$ cat src/rtl/l2_refill_scheduler.sv
// Read-path sequencer for the dual-ported L2 buffer: arbitrates DDR refills
// against L1 burst drains and drives the L2 port controls.
`timescale 1ns/1ps

module l2_refill_scheduler #(
  parameter int unsigned L1_BURST_LEN  = 8,
  parameter int unsigned DDR_BURST_LEN = 4,
  parameter int unsigned LOW_WATERMARK = 64
) (
  input  logic        clk_166M66,
  input  logic        i_rst_n,
  input  logic [11:0] i_l2_unread_size,
  input  logic        i_l1ddr_rw_confilicts,
  input  logic        i_l1_req,
  input  logic [11:0] i_l1_req_address,
  output logic        o_l1_ack,
  output logic        o_l1_burst_done,
  output logic        o_ddr_req,
  input  logic        i_ddr_grant,
  input  logic        i_ddr_data_valid,
  output logic [11:0] o_l2_l1_burst_address,
  output logic        o_l2_l1_burst_address_enable,
  output logic        o_l2_l1_operate_enable,
  output logic        o_l2_l1_rw,
  output logic        o_l2_ddr_operate_enable,
  output logic        o_l2_ddr_rw,
  output logic        o_busy
);

  // state      | meaning
  // IDLE       | arbitration; decision captured, acted on next edge
  // CHECK      | burst address presented for the L1/DDR conflict check
  // L1_BURST   | L1 port draining L1_BURST_LEN words
  // DDR_WAIT   | refill requested, waiting for grant
  // FILL       | DDR port writing DDR_BURST_LEN beats into L2
  typedef enum logic [2:0] {
    S_IDLE, S_CHECK, S_L1_BURST, S_DDR_WAIT, S_FILL
  } state_t;

  typedef enum logic [1:0] {P_NONE, P_L1, P_REFILL} pend_t;

  localparam logic [11:0] REFILL_SPACE = 12'(DDR_BURST_LEN * 8);
  localparam logic [11:0] WATERMARK    = 12'(LOW_WATERMARK);
  localparam logic [11:0] L1_LEN       = 12'(L1_BURST_LEN);
  localparam logic [7:0]  BEAT_LAST    = 8'(L1_BURST_LEN - 1);
  localparam logic [5:0]  FILL_LAST    = 6'(DDR_BURST_LEN - 1);

  state_t      state_q, state_d;
  pend_t       pend_q, pend_d;
  logic [7:0]  beat_q, beat_d;
  logic [5:0]  fill_q, fill_d;
  logic [11:0] addr_q, addr_d;
  logic        ack_q, ack_d;
  logic        done_q, done_d;
  logic        ddr_req_q, ddr_req_d;
  logic        addr_en_q, addr_en_d;
  logic        l1_op_q, l1_op_d;
  logic        ddr_rw_q, ddr_rw_d;
  logic        busy_q, busy_d;

  logic [11:0] free_words;
  logic        refill_elig;
  logic        l1_elig;

  always_comb begin
    free_words  = 12'hFFF - i_l2_unread_size;
    refill_elig = (i_l2_unread_size < WATERMARK) && (free_words >= REFILL_SPACE);
    l1_elig     = i_l1_req && (i_l2_unread_size >= L1_LEN);

    state_d = state_q;
    pend_d  = P_NONE;
    beat_d  = beat_q;
    fill_d  = fill_q;
    addr_d  = addr_q;

    unique case (state_q)
      S_IDLE: begin
        // Arbitration result is registered first, so IDLE always spans a sample edge
        unique case (pend_q)
          P_REFILL: state_d = S_DDR_WAIT;
          P_L1: begin
            state_d = S_CHECK;
            addr_d  = i_l1_req_address;
          end
          default: pend_d = refill_elig ? P_REFILL : (l1_elig ? P_L1 : P_NONE);
        endcase
      end
      S_CHECK: begin
        if (!i_l1ddr_rw_confilicts) begin
          state_d = S_L1_BURST;
          beat_d  = BEAT_LAST;
        end else begin
          state_d = S_IDLE;
        end
      end
      S_L1_BURST: begin
        if (beat_q == 8'd0) state_d = S_IDLE;
        else                beat_d  = beat_q - 8'd1;
      end
      S_DDR_WAIT: begin
        if (i_ddr_grant) begin
          state_d = S_FILL;
          fill_d  = FILL_LAST;
        end
      end
      S_FILL: begin
        if (i_ddr_data_valid) begin
          if (fill_q == 6'd0) state_d = S_IDLE;
          else                fill_d  = fill_q - 6'd1;
        end
      end
      default: state_d = S_IDLE;
    endcase

    // Outputs are decoded from the next state so they line up with state_q
    ack_d     = (state_q == S_CHECK) && (state_d == S_L1_BURST);
    done_d    = (state_d == S_L1_BURST) && (beat_d == 8'd0);
    addr_en_d = (state_d == S_CHECK);
    l1_op_d   = (state_d == S_L1_BURST);
    ddr_req_d = (state_d == S_DDR_WAIT);
    ddr_rw_d  = (state_d == S_FILL);
    busy_d    = (state_d != S_IDLE);
  end

  always_ff @(posedge clk_166M66) begin
    if (!i_rst_n) begin
      state_q   <= S_IDLE;
      pend_q    <= P_NONE;
      beat_q    <= 8'd0;
      fill_q    <= 6'd0;
      addr_q    <= 12'h000;
      ack_q     <= 1'b0;
      done_q    <= 1'b0;
      ddr_req_q <= 1'b0;
      addr_en_q <= 1'b0;
      l1_op_q   <= 1'b0;
      ddr_rw_q  <= 1'b0;
      busy_q    <= 1'b0;
    end else begin
      state_q   <= state_d;
      pend_q    <= pend_d;
      beat_q    <= beat_d;
      fill_q    <= fill_d;
      addr_q    <= addr_d;
      ack_q     <= ack_d;
      done_q    <= done_d;
      ddr_req_q <= ddr_req_d;
      addr_en_q <= addr_en_d;
      l1_op_q   <= l1_op_d;
      ddr_rw_q  <= ddr_rw_d;
      busy_q    <= busy_d;
    end
  end

  assign o_l1_ack                     = ack_q;
  assign o_l1_burst_done              = done_q;
  assign o_ddr_req                    = ddr_req_q;
  assign o_l2_l1_burst_address        = addr_q;
  assign o_l2_l1_burst_address_enable = addr_en_q;
  assign o_l2_l1_operate_enable       = l1_op_q;
  assign o_l2_l1_rw                   = 1'b0;
  assign o_l2_ddr_rw                  = ddr_rw_q;
  assign o_busy                       = busy_q;
  // DDR port follows beat-valid directly so no beat is lost to a register stage
  assign o_l2_ddr_operate_enable      = ddr_rw_q & i_ddr_data_valid;

endmodule

$ cat config.mk
export PLATFORM = sky130hd
export DESIGN_NAME = l2_refill_scheduler
export DESIGN_NICKNAME = d
export VERILOG_FILES = /design/src/rtl/l2_refill_scheduler.sv
export SDC_FILE = /design/constraint.sdc
export NUM_CORES = 1
export LEC_CHECK = 0
export BUFFER_PORTS_ARGS = -buffer_cell sky130_fd_sc_hd__buf_2
export CAP_MARGIN = 5
export CORE_MARGIN = 2
export CORE_UTILIZATION = 51
export CTS_CLUSTER_DIAMETER = 100
export CTS_CLUSTER_SIZE = 40
export DETAILED_ROUTE_END_ITERATION = 8
export GPL_TIMING_DRIVEN = 1
export PLACE_DENSITY = 0.79
export SLEW_MARGIN = 20
export SYNTH_ARGS = -nofsm -noshare
export SYNTH_HDL_FRONTEND = slang
export SYNTH_SLANG_ARGS = --single-unit
export TNS_END_PERCENT = 5
$ cat constraint.sdc
create_clock -name clk_166M66 -period 2.7 [get_ports clk_166M66]
set_clock_uncertainty 0.05 [all_clocks]
set_input_delay 0.135 -clock clk_166M66 [delete_from_list [all_inputs] [get_ports clk_166M66]]
set_output_delay 0.135 -clock clk_166M66 [all_outputs]
set_load 0.05 [all_outputs]
Word level (Yosys, flattened, before mapping) --
Index checks and enable logic that the tools add are counted.
Storage, ports and cells: input bits 30, output and inout port bits 21, flip-flop bits (word level) 38, word-level logic and storage cells 65
Cells by class: equality and inequality tests 13, multiplexer cells 16, bitwise logic cells 3, $add $sub $neg 3, reductions and logical operators 14, $lt $le $gt $ge 3
Operators by type and width (count):
- $mux W6 | 3
- $logic_not A8 Y1 | 2
- $mux W8 | 2
- $pmux W8 S2 | 1
- $pmux W3 S5 | 1
- $eq A3 B2 Y1 const B | 4
- $ge A12 B4 Y1 const B | 1
- $ge A12 B6 Y1 const B | 1
- $lt A12 B7 Y1 const B | 1
- $mux W3 | 4
- $pmux W6 S2 | 1
- $sub A12 B12 Y12 const A | 1
- $sub A8 B1 Y8 const B | 1
- $eq A3 B1 Y1 const B | 2
- $eq A3 B3 Y1 const B | 2
- $logic_not A6 Y1 | 1
- $ne A2 B2 Y1 const B | 3
- $pmux W3 S2 | 1
- $sub A6 B1 Y6 const B | 1
- $reduce_or A5 Y1 | 1
- $logic_and A1 B1 Y1 | 4
- $mux W2 | 2
- $reduce_and A4 Y1 | 1
- $reduce_or A4 Y1 | 1
- 9 further kinds | 10

Longest topological paths before layout --
Gate-level depths: netlist (run 1).
word-level depth 6, mapped depth 7, gate-level depth less buffers 7

Least setup slack after synthesis (run 1) --
No wires, ideal clock.
path kind flip-flop to flip-flop, start point register beat_q[0], end point register busy_q (netlist: o_busy), cell stages (with the launch flop) 7, setup time 0.135 ns, setup slack 0.668 ns, buffers on the path 0, period minus slack after synthesis 2.032 ns, arrival 1.847 ns, data required time 2.515 ns, cells stage by stage dfxtp_1 > inv_1 > ha_1 > nor3b_1 > a21oi_4 > o21a_4 > or4_4
On the way: word-level cells in the longest chain between the ends 4
RTL lines:
- start, declared | RTL line 50 | logic [7:0] beat_q, beat_d;
- start signal, assigned | RTL line 142 | beat_q <= beat_d;
- $logic_not A8 Y1 | RTL line 97 | if (beat_q == 8'd0) state_d = S_IDLE;
- $mux W3 | RTL line 97
- $pmux W3 S5 | RTL line 76 | unique case (state_q)
- $reduce_bool A3 Y1 | RTL line 122 | busy_d = (state_d != S_IDLE);
- end signal, assigned | RTL line 151 | busy_q <= busy_d;
- end, declared | RTL line 59 | logic busy_q, busy_d;
Every way passes these cells. A chain may end at the register's enable or synchronous reset.

Final worst setup path (run 1) --
Ends and elaborated chain as after synthesis.

==> impl_metrics.tcl, run 1 <==
set metrics [dict create \
    synth_simple_gate_area_share_pct 27.95 \
    ios 51 \
    synthesis.area_um2 1750 \
    cts_setup_buffers 0 \
    htree_levels 2 \
    synth_top_family_by_area "simple AND/OR/NAND/NOR gates" \
    vdd_drop_max_mv 0.2851 \
    worstRegToRegCells 6 \
    coreArea_um2 3311 \
    numCtsBuffers 5 \
    r2r_start "beat_q[0]$_SDFF_PN0_" \
    grt_pass1_wl_um 6486 \
    ys_ff_latch 38 \
    max_stage_delay_ps 490 \
    yosysWarnings 0 \
    fin_util_pct 65.84 \
    min_period_ps 2240 \
    cp-start-kind "flip-flop" \
    fp-row-count 21 \
    drc 0 \
    async_reset_ff_share_pct 0 \
    final_nets 286 \
    first_iter_violations 61 \
    hold_start "i_rst_n" \
    synth_largest_type_area_fraction_pct 43.46 \
    tightest_slew_ps 548.2 \
    detail-route-antenna-nets 0 \
    grt_max_degree 20 \
    ys_top_cells_by_area "dfxtp_1 43%, nand2_1 6.0%, a21oi_1 5.4%, nor2_1 3.6%, ha_1 3.6%" \
    yosysTopAreaCell "dfxtp_1" \
    grt_pass1_vias 1483 \
    setup.worst_path.class "flip-flop to flip-flop" \
    dr.pass1.iters 4 \
    die_w_um 62.59 \
    slew_viol_final 0 \
    synth-xor-area-share_pct 2.502 \
    avgRoutedWirePerCell_um 12.08 \
    synth_edf_count 0 \
    max_freq_mhz 446.4 \
    status "completed" \
    finalNonFillerCells 298 \
    wl_um 3599 \
    cts.sinks 38 \
    cp_max_fo 10 \
    tritoncts "done" \
    hold_class "primary input to flip-flop" \
    holdPathStages 2 \
    drive_gt1_share_pct 23.81 \
    avgViaCountPerCell 5.131 \
    diodes 0 \
    dieArea_um2 3917 \
    cp_cell_sequence "inv_1 > ha_1 > nor3b_1 > a21oi_4 > o21a_4 > or4_4" \
    cts_root_buffer "clkbuf_4" \
    vias 1529 \
    syn_avg_cell_area_um2 8.885 \
    p_leak_nw 0.9285 \
    seq_area_frac_synth_pct 43.46 \
    power.density_nw_per_um2 515.4 \
    syn_nets 232 \
    start_util_pct 52.87 \
    clkLatencyLatePin_ps 350 \
    grt-ovfl-total 0 \
    dp_worst_setup_slack_ps 490.7 \
    tns_ps 0 \
    die_h_um 62.59 \
    cp-end-kind "flip-flop" \
    critPathRequiredTime_ps 2880 \
    rsz0062_at_grt "false" \
    place.gp.congestion 0.8470 \
    finalHoldViolations 0 \
    synth_ff_type "dfxtp_1" \
    synth.distinct_cells 53 \
    port_buffers 43 \
    regToRegEndpoint "o_busy$_SDFF_PN0_" \
    setup_viol 0 \
    grt_usage_pct 20.81 \
    antenna_found_initial 0 \
    reg2reg_setup_slack_ps 460 \
    clkTransAtPathRegs_ps 110 \
    muxShareOfSynthArea_pct 0 \
    dp.cells 276 \
    fin_ws_ps 459.9 \
    cp-startpoint "beat_q[0]$_SDFF_PN0_" \
    synth_compound_area_share_pct 17.23 \
    min_to "state_q[2]$_SDFF_PN0_" \
    syn_to_final_growth_pct 24.52 \
    fin_crit_sh_pct 82.97 \
    dpl.hpwl_um 2452 \
    maxCapViolCount 0 \
    cts_buffer_depth 2 \
    synth_fa_ha_area_share_pct 3.574 \
    synth_cells 197 \
    critPathSlowestCell "or4_4" \
    worstPathArrival_ps 2420 \
    relSlewSlack_pct 63.37 \
]
layout by cell type (no fill, tap or decap), types with 2 or more instances in the layout:
cell type      netlist  final
nand3_1              2      2
buf_2                1     43
and2_1               4      4
clkbuf_4             0      5
xor2_1               5      5
a21oi_1             19     19
dfxtp_1             38     38
nor3b_1              3      3
inv_1                7      7
clkbuf_1             5      2
nor3_1               9      9
nor2_1              17     17
ha_1                 5      5
nand2_1             28     28
a31oi_1              3      3
o211ai_1             2      2
o21ai_0              4      4
o21a_1               3      3
a211oi_1             5      5
dlygate4sd3_1        0     14
nand2b_1             2      2
cell type report:
class,instances,area [µm²]
clock inverters,1,30.03
repair buffers,57,355.3
flip-flops and latches,38,760.7
multi-input cells,141,900.9
clock buffers,7,45.04
well taps,46,57.56
inverters,8,30.03
fillers,277,1131
layer usage:
metal | track usage, % | wire, µm | vias to the layer above | part of all wire (%)
li1 | - | - | 795 | -
met1 | 23.92 | 1595 | 690 | 44
met2 | 36.16 | 1741 | 38 | 48
met3 | 6.667 | 203 | 6 | 5.6
met4 | 7.500 | 59 | 0 | 1.6
met5 | 0 | 0 | - | 0
what timing repair did:
| action | CTS | global route |
|---|---|---|
| gates resized for setup | 0 | 0 |
| endpoints found under the hold margin | 13 | 0 |
| hold buffers | 14 | 0 |
where the power goes:
| part | switching, mW | internal, mW | total (mW) |
|---|---|---|---|
| Sequential | 0.0115 | 0.576 | 0.588 |
| Combinational | 0.0988 | 0.0605 | 0.159 |
| Clock | 0.180 | 0.196 | 0.376 |
| Total | 0.290 | 0.833 | 1.12 |
logic make-up (layout without fill, tap and decap cells):
| kind of cell | Yosys count | count (layout) |
|---|---|---|
| flip-flops | 38 | 38 |
| buffers and inverters | 18 | 73 |
| other | 1 | 1 |
| XOR/XNOR | 5 | 5 |
| AND/OR/NAND/NOR | 85 | 85 |
| adder cells (fa/ha/maj) | 5 | 5 |
| AO/OA/AOI/OAI | 45 | 45 |
how the worst max path moves through the flow:
stage               depth (start not counted)  slack (ps)                 to
finish                                      6         460  o_busy$_SDFF_PN0_
global route                                6         330  o_busy$_SDFF_PN0_
CTS                                         6         460  o_busy$_SDFF_PN0_
detailed placement                          6         490  o_busy$_SDFF_PN0_
global placement                            6         540  o_busy$_SDFF_PN0_
floorplan                                   6         670  o_busy$_SDFF_PN0_
through the flow:
| stage | total power, mW | hold WS, ps | instance area (µm²) |
|---|---|---|---|
| floorplan | 0.7070 | 221.0 | 1750 |
| global placement | 0.7428 | 326.3 | 1964 |
| detailed placement | 0.7447 | 333.3 | 1964 |
| CTS | 1.135 | 60.88 | 2180 |
| global route | 1.179 | 66.49 | 2180 |
| finish | 1.123 | 80.84 | 2180 |
critical path: cells and delay by family, from the launching register on:
| kind | cells | cell delay (ps) |
|---|---|---|
| compound gates | 2 | 440 |
| fa+ha+maj | 1 | 160 |
| buf+inv | 1 | 100 |
| flops | 1 | 390 |
| simple gates | 2 | 970 |
registers in the layout (all words and copies together), names as in the netlist:
name,count
o_l1_burst_done,1
o_ddr_req,1
beat_q,8
o_l2_l1_burst_address,12
o_l2_l1_operate_enable,1
o_l2_ddr_rw,1
o_busy,1
state_q,3
pend_q,2
fill_q,6
o_l2_l1_burst_address_enable,1
o_l1_ack,1
cell usage after synthesis (2+ instances only):
library cell	instances
nand2_1	28
nor3_1	9
nand2b_1	2
dfxtp_1	38
o21a_1	3
clkbuf_1	5
and2_1	4
a211oi_1	5
a31oi_1	3
o21ai_0	4
buf_6	2
nor3b_1	3
ha_1	5
a21oi_1	19
o211ai_1	2
inv_1	7
xor2_1	5
nor2_1	17
nand3_1	2
Power figures use the tool's default switching activity.
==> inputs of run 2 (changes only) <==
clock period = 2.1 ns   (was 2.7 ns; I/O delays follow)
==> impl_metrics.tcl, run 2 (same netlist as run 1, synthesis figures left out) <==
set metrics [dict create \
    status "completed" \
    min_period_ps 1915 \
    cts_setup_buffers 0 \
    clkTransAtPathRegs_ps 110 \
    power_frac_comb_pct 15.8 \
    grt_pass1_vias 1493 \
    numCtsBuffers 5 \
    holdPathStages 2 \
    p_sw_mw 0.3768 \
    grt_pass1_wl_um 6417 \
    r2r_start "beat_q[0]$_SDFF_PN0_" \
    syn_to_final_growth_pct 27.23 \
    rsz0062_at_grt "false" \
    grt_max_degree 20 \
    hold_class "primary input to flip-flop" \
    fin_crit_sh_pct 91.17 \
    worstRegToRegCells 6 \
    setup.worst_path.class "flip-flop to flip-flop" \
    slew_viol_final 0 \
    grt-ovfl-total 0 \
    avgViaCountPerCell 5.219 \
    nFillCells 293 \
    power_switching_share_pct 27.62 \
    cts_root_buffer "clkbuf_4" \
    largest_reg_flops 12 \
    tns_ps 0 \
    hold_start "i_rst_n" \
    critPathSlowestCell "or4bb_1" \
    cp-start-kind "flip-flop" \
    die_h_um 62.59 \
    final_common_cell "buf_2" \
    vias 1597 \
    drc 0 \
    ios 51 \
    p_leak_nw 0.9683 \
    coreArea_um2 3311 \
    grt_usage_pct 20.57 \
    regToRegEndpoint "o_l1_burst_done$_SDFF_PN0_" \
    cp_max_fo 4 \
    dpl.hpwl_um 2550 \
    p_total_mw 1.364 \
    power_frac_seq_pct 55.2 \
    cts.sinks 38 \
    cp_cell_sequence "inv_1 > ha_1 > or4bb_1 > a211oi_1 > o21ai_2 > nor4_2" \
    detail-route-antenna-nets 0 \
    die_w_um 62.59 \
    dieArea_um2 3917 \
    worstPathArrival_ps 2130 \
    p_int_mw 0.9875 \
    first_iter_violations 41 \
    place.gp.congestion 0.8618 \
    path_buf_inv 1 \
    relSlewSlack_pct 65.29 \
    maxCapViolCount 0 \
    reg2reg_setup_slack_ps 190 \
    wl_um 3737 \
    tightest_slew_ps 517.5 \
    cpLargestDelayFamily "simple AND/OR/NAND/NOR gates" \
    htree_levels 2 \
    critPathRequiredTime_ps 2320 \
    fp-row-count 21 \
    cp-end-kind "flip-flop" \
    finalHoldViolations 0 \
    vdd_drop_max_mv 0.3995 \
    clkLatencyLatePin_ps 340 \
    diodes 0 \
    port_buffers 43 \
    max_stage_delay_ps 440 \
    antenna_found_initial 0 \
    drive_gt1_share_pct 26.92 \
    layout_common_cells "43 x buf_2, 38 x dfxtp_1, 28 x nand2_1, 19 x a21oi_1, 17 x nor2_1" \
    power.density_nw_per_um2 612.6 \
    min_to "state_q[2]$_SDFF_PN0_" \
    p_clk_share_pct 29.0 \
    dr.pass1.iters 4 \
    tritoncts "done" \
    start_util_pct 52.87 \
    avgRoutedWirePerCell_um 12.21 \
    final_nets 294 \
    cts_buffer_depth 2 \
    setup_viol 0 \
    max_freq_mhz 522.3 \
]
==> run 2: cell types whose count changed in the layout (fill, tap and decap cells not counted), sizes merged <==
| cell | change |
|---|---|
| clkinv | +1 |
| bufinv | -1 |
| buf | +8 |
==> run 2: area by class of cell <==
cell class	instances	area (µm²)	share of cell area (%)
clock buffer	7	55.05	2.472
clock inverter	1	5.005	0.2247
inverter	8	30.03	1.348
multi-input combinational	141	903.4	40.56
sequential	38	760.7	34.16
tap	46	57.56	2.584
timing repair buffer	65	415.4	18.65
==> run 2: worst reg2reg max path: stages (launching register included) <==
cell	delay, ps
dfxtp_1	330
inv_1	70
ha_1	220
or4bb_1	440
a211oi_1	360
o21ai_2	110
nor4_2	270
==> run 2: how the worst max path moves through the flow <==
stage                           from  depth (start not counted)                          to  slack, ps
4_1_cts        state_q[2]$_SDFF_PN0_                          5  o_l1_burst_done$_SDFF_PN0_        170
5_1_grt        state_q[2]$_SDFF_PN0_                          6  o_l1_burst_done$_SDFF_PN0_         10
6_report        beat_q[0]$_SDFF_PN0_                          6  o_l1_burst_done$_SDFF_PN0_        190
2_1_floorplan   beat_q[0]$_SDFF_PN0_                          6           o_busy$_SDFF_PN0_         70
3_3_place_gp    beat_q[0]$_SDFF_PN0_                          6  o_l1_burst_done$_SDFF_PN0_        200
3_5_place_dp   state_q[2]$_SDFF_PN0_                          5  o_l1_burst_done$_SDFF_PN0_        190
==> run 2: routing by layer <==
layer / vias to the layer above / part of all wire (%) / GRT usage, %
met3: 7 / 5.0 / 5.405
met4: 0 / 1.6 / 6.944
met1: 725 / 44 / 23.98
met2: 50 / 49 / 36.42
li1: 815 / - / -
met5: - / 0 / 0
==> run 2: what timing repair did <==
| action | 4_1_cts | 5_1_grt |
|---|---|---|
| endpoints found under the hold margin | 13 | 0 |
| resized for setup | 0 | 1 |
| hold buffers | 14 | 0 |
| setup endpoints to repair | 0 | 1 |
==> run 2: power groups by stage <==
stage / Clock, mW / Sequential (mW) / Combinational (mW)
finish: 0.395 / 0.753 / 0.216
CTS: 0.413 / 0.753 / 0.216
global placement: 0 / 0.769 / 0.194
detailed placement: 0 / 0.770 / 0.196
floorplan: 0 / 0.819 / 0.0897
global route: 0.445 / 0.756 / 0.235
==> run 2: metrics by stage <==
step	hold slack (ps)	setup WS, ps	cell area [µm²]	instances	util [%]
detailed placement	301.8	193.0	2024	284	61.15
finish	54.37	185.4	2227	306	67.27
floorplan	191.0	67.92	1750	197	-
global route	32.13	10.58	2227	306	67.27
global placement	296.5	195.7	2024	284	61.15
CTS	36.13	172.1	2225	306	67.20
==> inputs of run 3 (changes only) <==
ABC_AREA = 1   (was not set)
CORE_UTILIZATION = 52   (was 51)
CTS_CLUSTER_SIZE = 12   (was 40)
==> impl_metrics.tcl, run 3 <==
set metrics [dict create \
    ios 51 \
    yosysTopAreaCell "dfxtp_1" \
    fin_ws_ps 406.4 \
    syn_to_final_growth_pct 20.44 \
    htree_levels 2 \
    holdPathStages 3 \
    yosysWarnings 0 \
    drc 0 \
    layout_common_cells "57 x nand2_1, 43 x buf_2, 38 x dfxtp_1, 35 x nor2_1, 31 x inv_1" \
    worstPathArrival_ps 1820 \
    grt-ovfl-total 0 \
    wl_um 4006 \
    avgViaCountPerCell 4.934 \
    syn_nets 305 \
    seq_area_frac_synth_pct 38.95 \
    critPathSlowestCell "dfxtp_1" \
    die_h_um 65.29 \
    critPathRequiredTime_ps 2220 \
    seq_area_um2 760.7 \
    synth.distinct_cells 36 \
    tritoncts "done" \
    dpl.hpwl_um 2948 \
    setup.worst_path.class "flip-flop to flip-flop" \
    start_util_pct 53.75 \
    ys_top_cells_by_area "dfxtp_1 39%, nand2_1 11%, nor2_1 6.7%, nand3_1 6.7%, inv_1 6.0%" \
    synth_largest_type_area_fraction_pct 38.95 \
    ys_ff_latch 38 \
    slew_viol_final 0 \
    cts_setup_buffers 0 \
    post_cts_resized 0 \
    grt_pass1_vias 1566 \
    vdd_drop_max_mv 0.7372 \
    clkLatencyLatePin_ps 290 \
    final_common_cell "nand2_1" \
    grt_usage_pct 20.02 \
    async_reset_ff_share_pct 0 \
    power.density_nw_per_um2 1017 \
    synth_cells 270 \
    fin_crit_sh_pct 80.65 \
    cpLargestDelayFamily "simple AND/OR/NAND/NOR gates" \
    cp_common_cell "nand2_1" \
    max_stage_delay_ps 390 \
    multiInputGateArea_um2 1027 \
    p_leak_nw 1.232 \
    hold_start "i_l1_req_address[0]" \
    drive_gt1_share_pct 26.50 \
    vias 1801 \
    clkTransAtPathRegs_ps 80 \
    dr.pass1.iters 4 \
    diodes 0 \
    tns_ps 0 \
    cts.sinks 38 \
    cts_root_buffer "clkbuf_8" \
    syn_avg_cell_area_um2 7.234 \
    dp_worst_setup_slack_ps 430.5 \
    coreArea_um2 3633 \
    die_w_um 65.29 \
    path_buf_inv 1 \
    numCtsBuffers 5 \
    grt_pass1_wl_um 6665 \
    synthesis.area_um2 1953 \
    detail-route-antenna-nets 0 \
    cts_hold_buffers 1 \
    status "completed" \
    cp-startpoint "state_q[1]$_SDFF_PN0_" \
    min_to "o_l2_l1_burst_address[0]$_SDFFE_PN0P_" \
    cp-end-kind "flip-flop" \
    worstRegToRegCells 6 \
    rsz0062_at_grt "false" \
    fp-row-count 22 \
    synth.most_common_cell "nand2_1" \
    setup_viol 0 \
    port_buffers 43 \
    place.gp.congestion 0.8637 \
    maxCapViolCount 0 \
    synth_ff_type "dfxtp_1" \
    synth_edf_count 0 \
    max_freq_mhz 590.5 \
    r2r_start "state_q[1]$_SDFF_PN0_" \
    largest_reg_flops 12 \
    hold_class "primary input to flip-flop" \
    regToRegEndpoint "o_l2_l1_burst_address[2]$_SDFFE_PN0P_" \
    nFillCells 336 \
    final_nets 351 \
    min_period_ps 1694 \
    cp-start-kind "flip-flop" \
    cp_max_fo 13 \
    avgRoutedWirePerCell_um 10.98 \
    cts_buffer_depth 2 \
    antenna_found_initial 0 \
    first_iter_violations 130 \
    finalHoldViolations 0 \
    grt_max_degree 16 \
    dieArea_um2 4262 \
    cp_cell_sequence "nor2_2 > nand2_1 > inv_1 > nand2_1 > nand2_1 > a21oi_1" \
    reg2reg_setup_slack_ps 410 \
    ys_top_cells_by_count "57 x nand2_1, 38 x dfxtp_1, 35 x nor2_1" \
]
[run 3: how the worst max path moves through the flow]
stage / end / slack [ps] / depth (start not counted)
floorplan: o_l1_burst_done$_SDFF_PN0_ / 650 / 10
global placement: o_l2_l1_burst_address[5]$_SDFFE_PN0P_ / 440 / 6
detailed placement: o_l2_l1_burst_address[11]$_SDFFE_PN0P_ / 430 / 6
CTS: o_l2_l1_burst_address[11]$_SDFFE_PN0P_ / 400 / 6
global route: o_l2_l1_burst_address[2]$_SDFFE_PN0P_ / 220 / 6
finish: o_l2_l1_burst_address[2]$_SDFFE_PN0P_ / 410 / 6
[run 3: area by class of cell]
| type | instances | share of cell area [%] |
|---|---|---|
| clock buffer | 5 | 2.926 |
| clock inverter | 3 | 2.926 |
| inverter | 35 | 5.691 |
| tap | 48 | 2.553 |
| timing repair buffer | 45 | 9.894 |
| sequential | 38 | 32.34 |
| multi-input combinational | 191 | 43.67 |
[run 3: routing by layer]
metal,track usage [%],part of all wire [%]
met3,5.137,4.4
met5,0,0
met2,34.18,51
met1,24.22,43
met4,7.292,1.7
[run 3: metrics by stage]
step | instance area (µm²) | hold slack (ps) | instances | utilization, % | total power [mW]
after floorplan | 1953 | 171.1 | 270 | - | 1.506
after global placement | 2205 | 292.8 | 356 | 60.67 | 1.641
after detailed placement | 2205 | 298.5 | 356 | 60.67 | 1.653
after CTS | 2352 | 22.70 | 365 | 64.74 | 2.407
after global routing | 2352 | 17.09 | 365 | 64.74 | 2.535
final | 2352 | 24.34 | 365 | 64.74 | 2.392
[run 3: logic make-up after synthesis]
logic type               count (synthesis)  synth area share [%]
AO/OA/AOI/OAI                           33                 10.19
XOR/XNOR                                 3                 1.346
adder cells (fa/ha/maj)                  5                 3.203
buffers and inverters                   41                 8.456
flip-flops                              38                 38.95
other                                    1                0.1920
AND/OR/NAND/NOR                        149                 37.67
[run 3: report_power, final]
| group | internal, mW | total [mW] | switching, mW | leakage (nW) |
|---|---|---|---|---|
| logic | 0.255 | 0.814 | 0.559 | 0.855 |
| clock network | 0.476 | 0.742 | 0.266 | 0.0683 |
| registers | 0.785 | 0.836 | 0.0506 | 0.308 |
| total | 1.52 | 2.39 | 0.876 | 1.23 |
[run 3: worst register-to-register path, stage by stage (launching register included)]
cell	delay (ps)
dfxtp_1	390
nor2_2	160
nand2_1	120
inv_1	310
nand2_1	340
nand2_1	150
a21oi_1	70
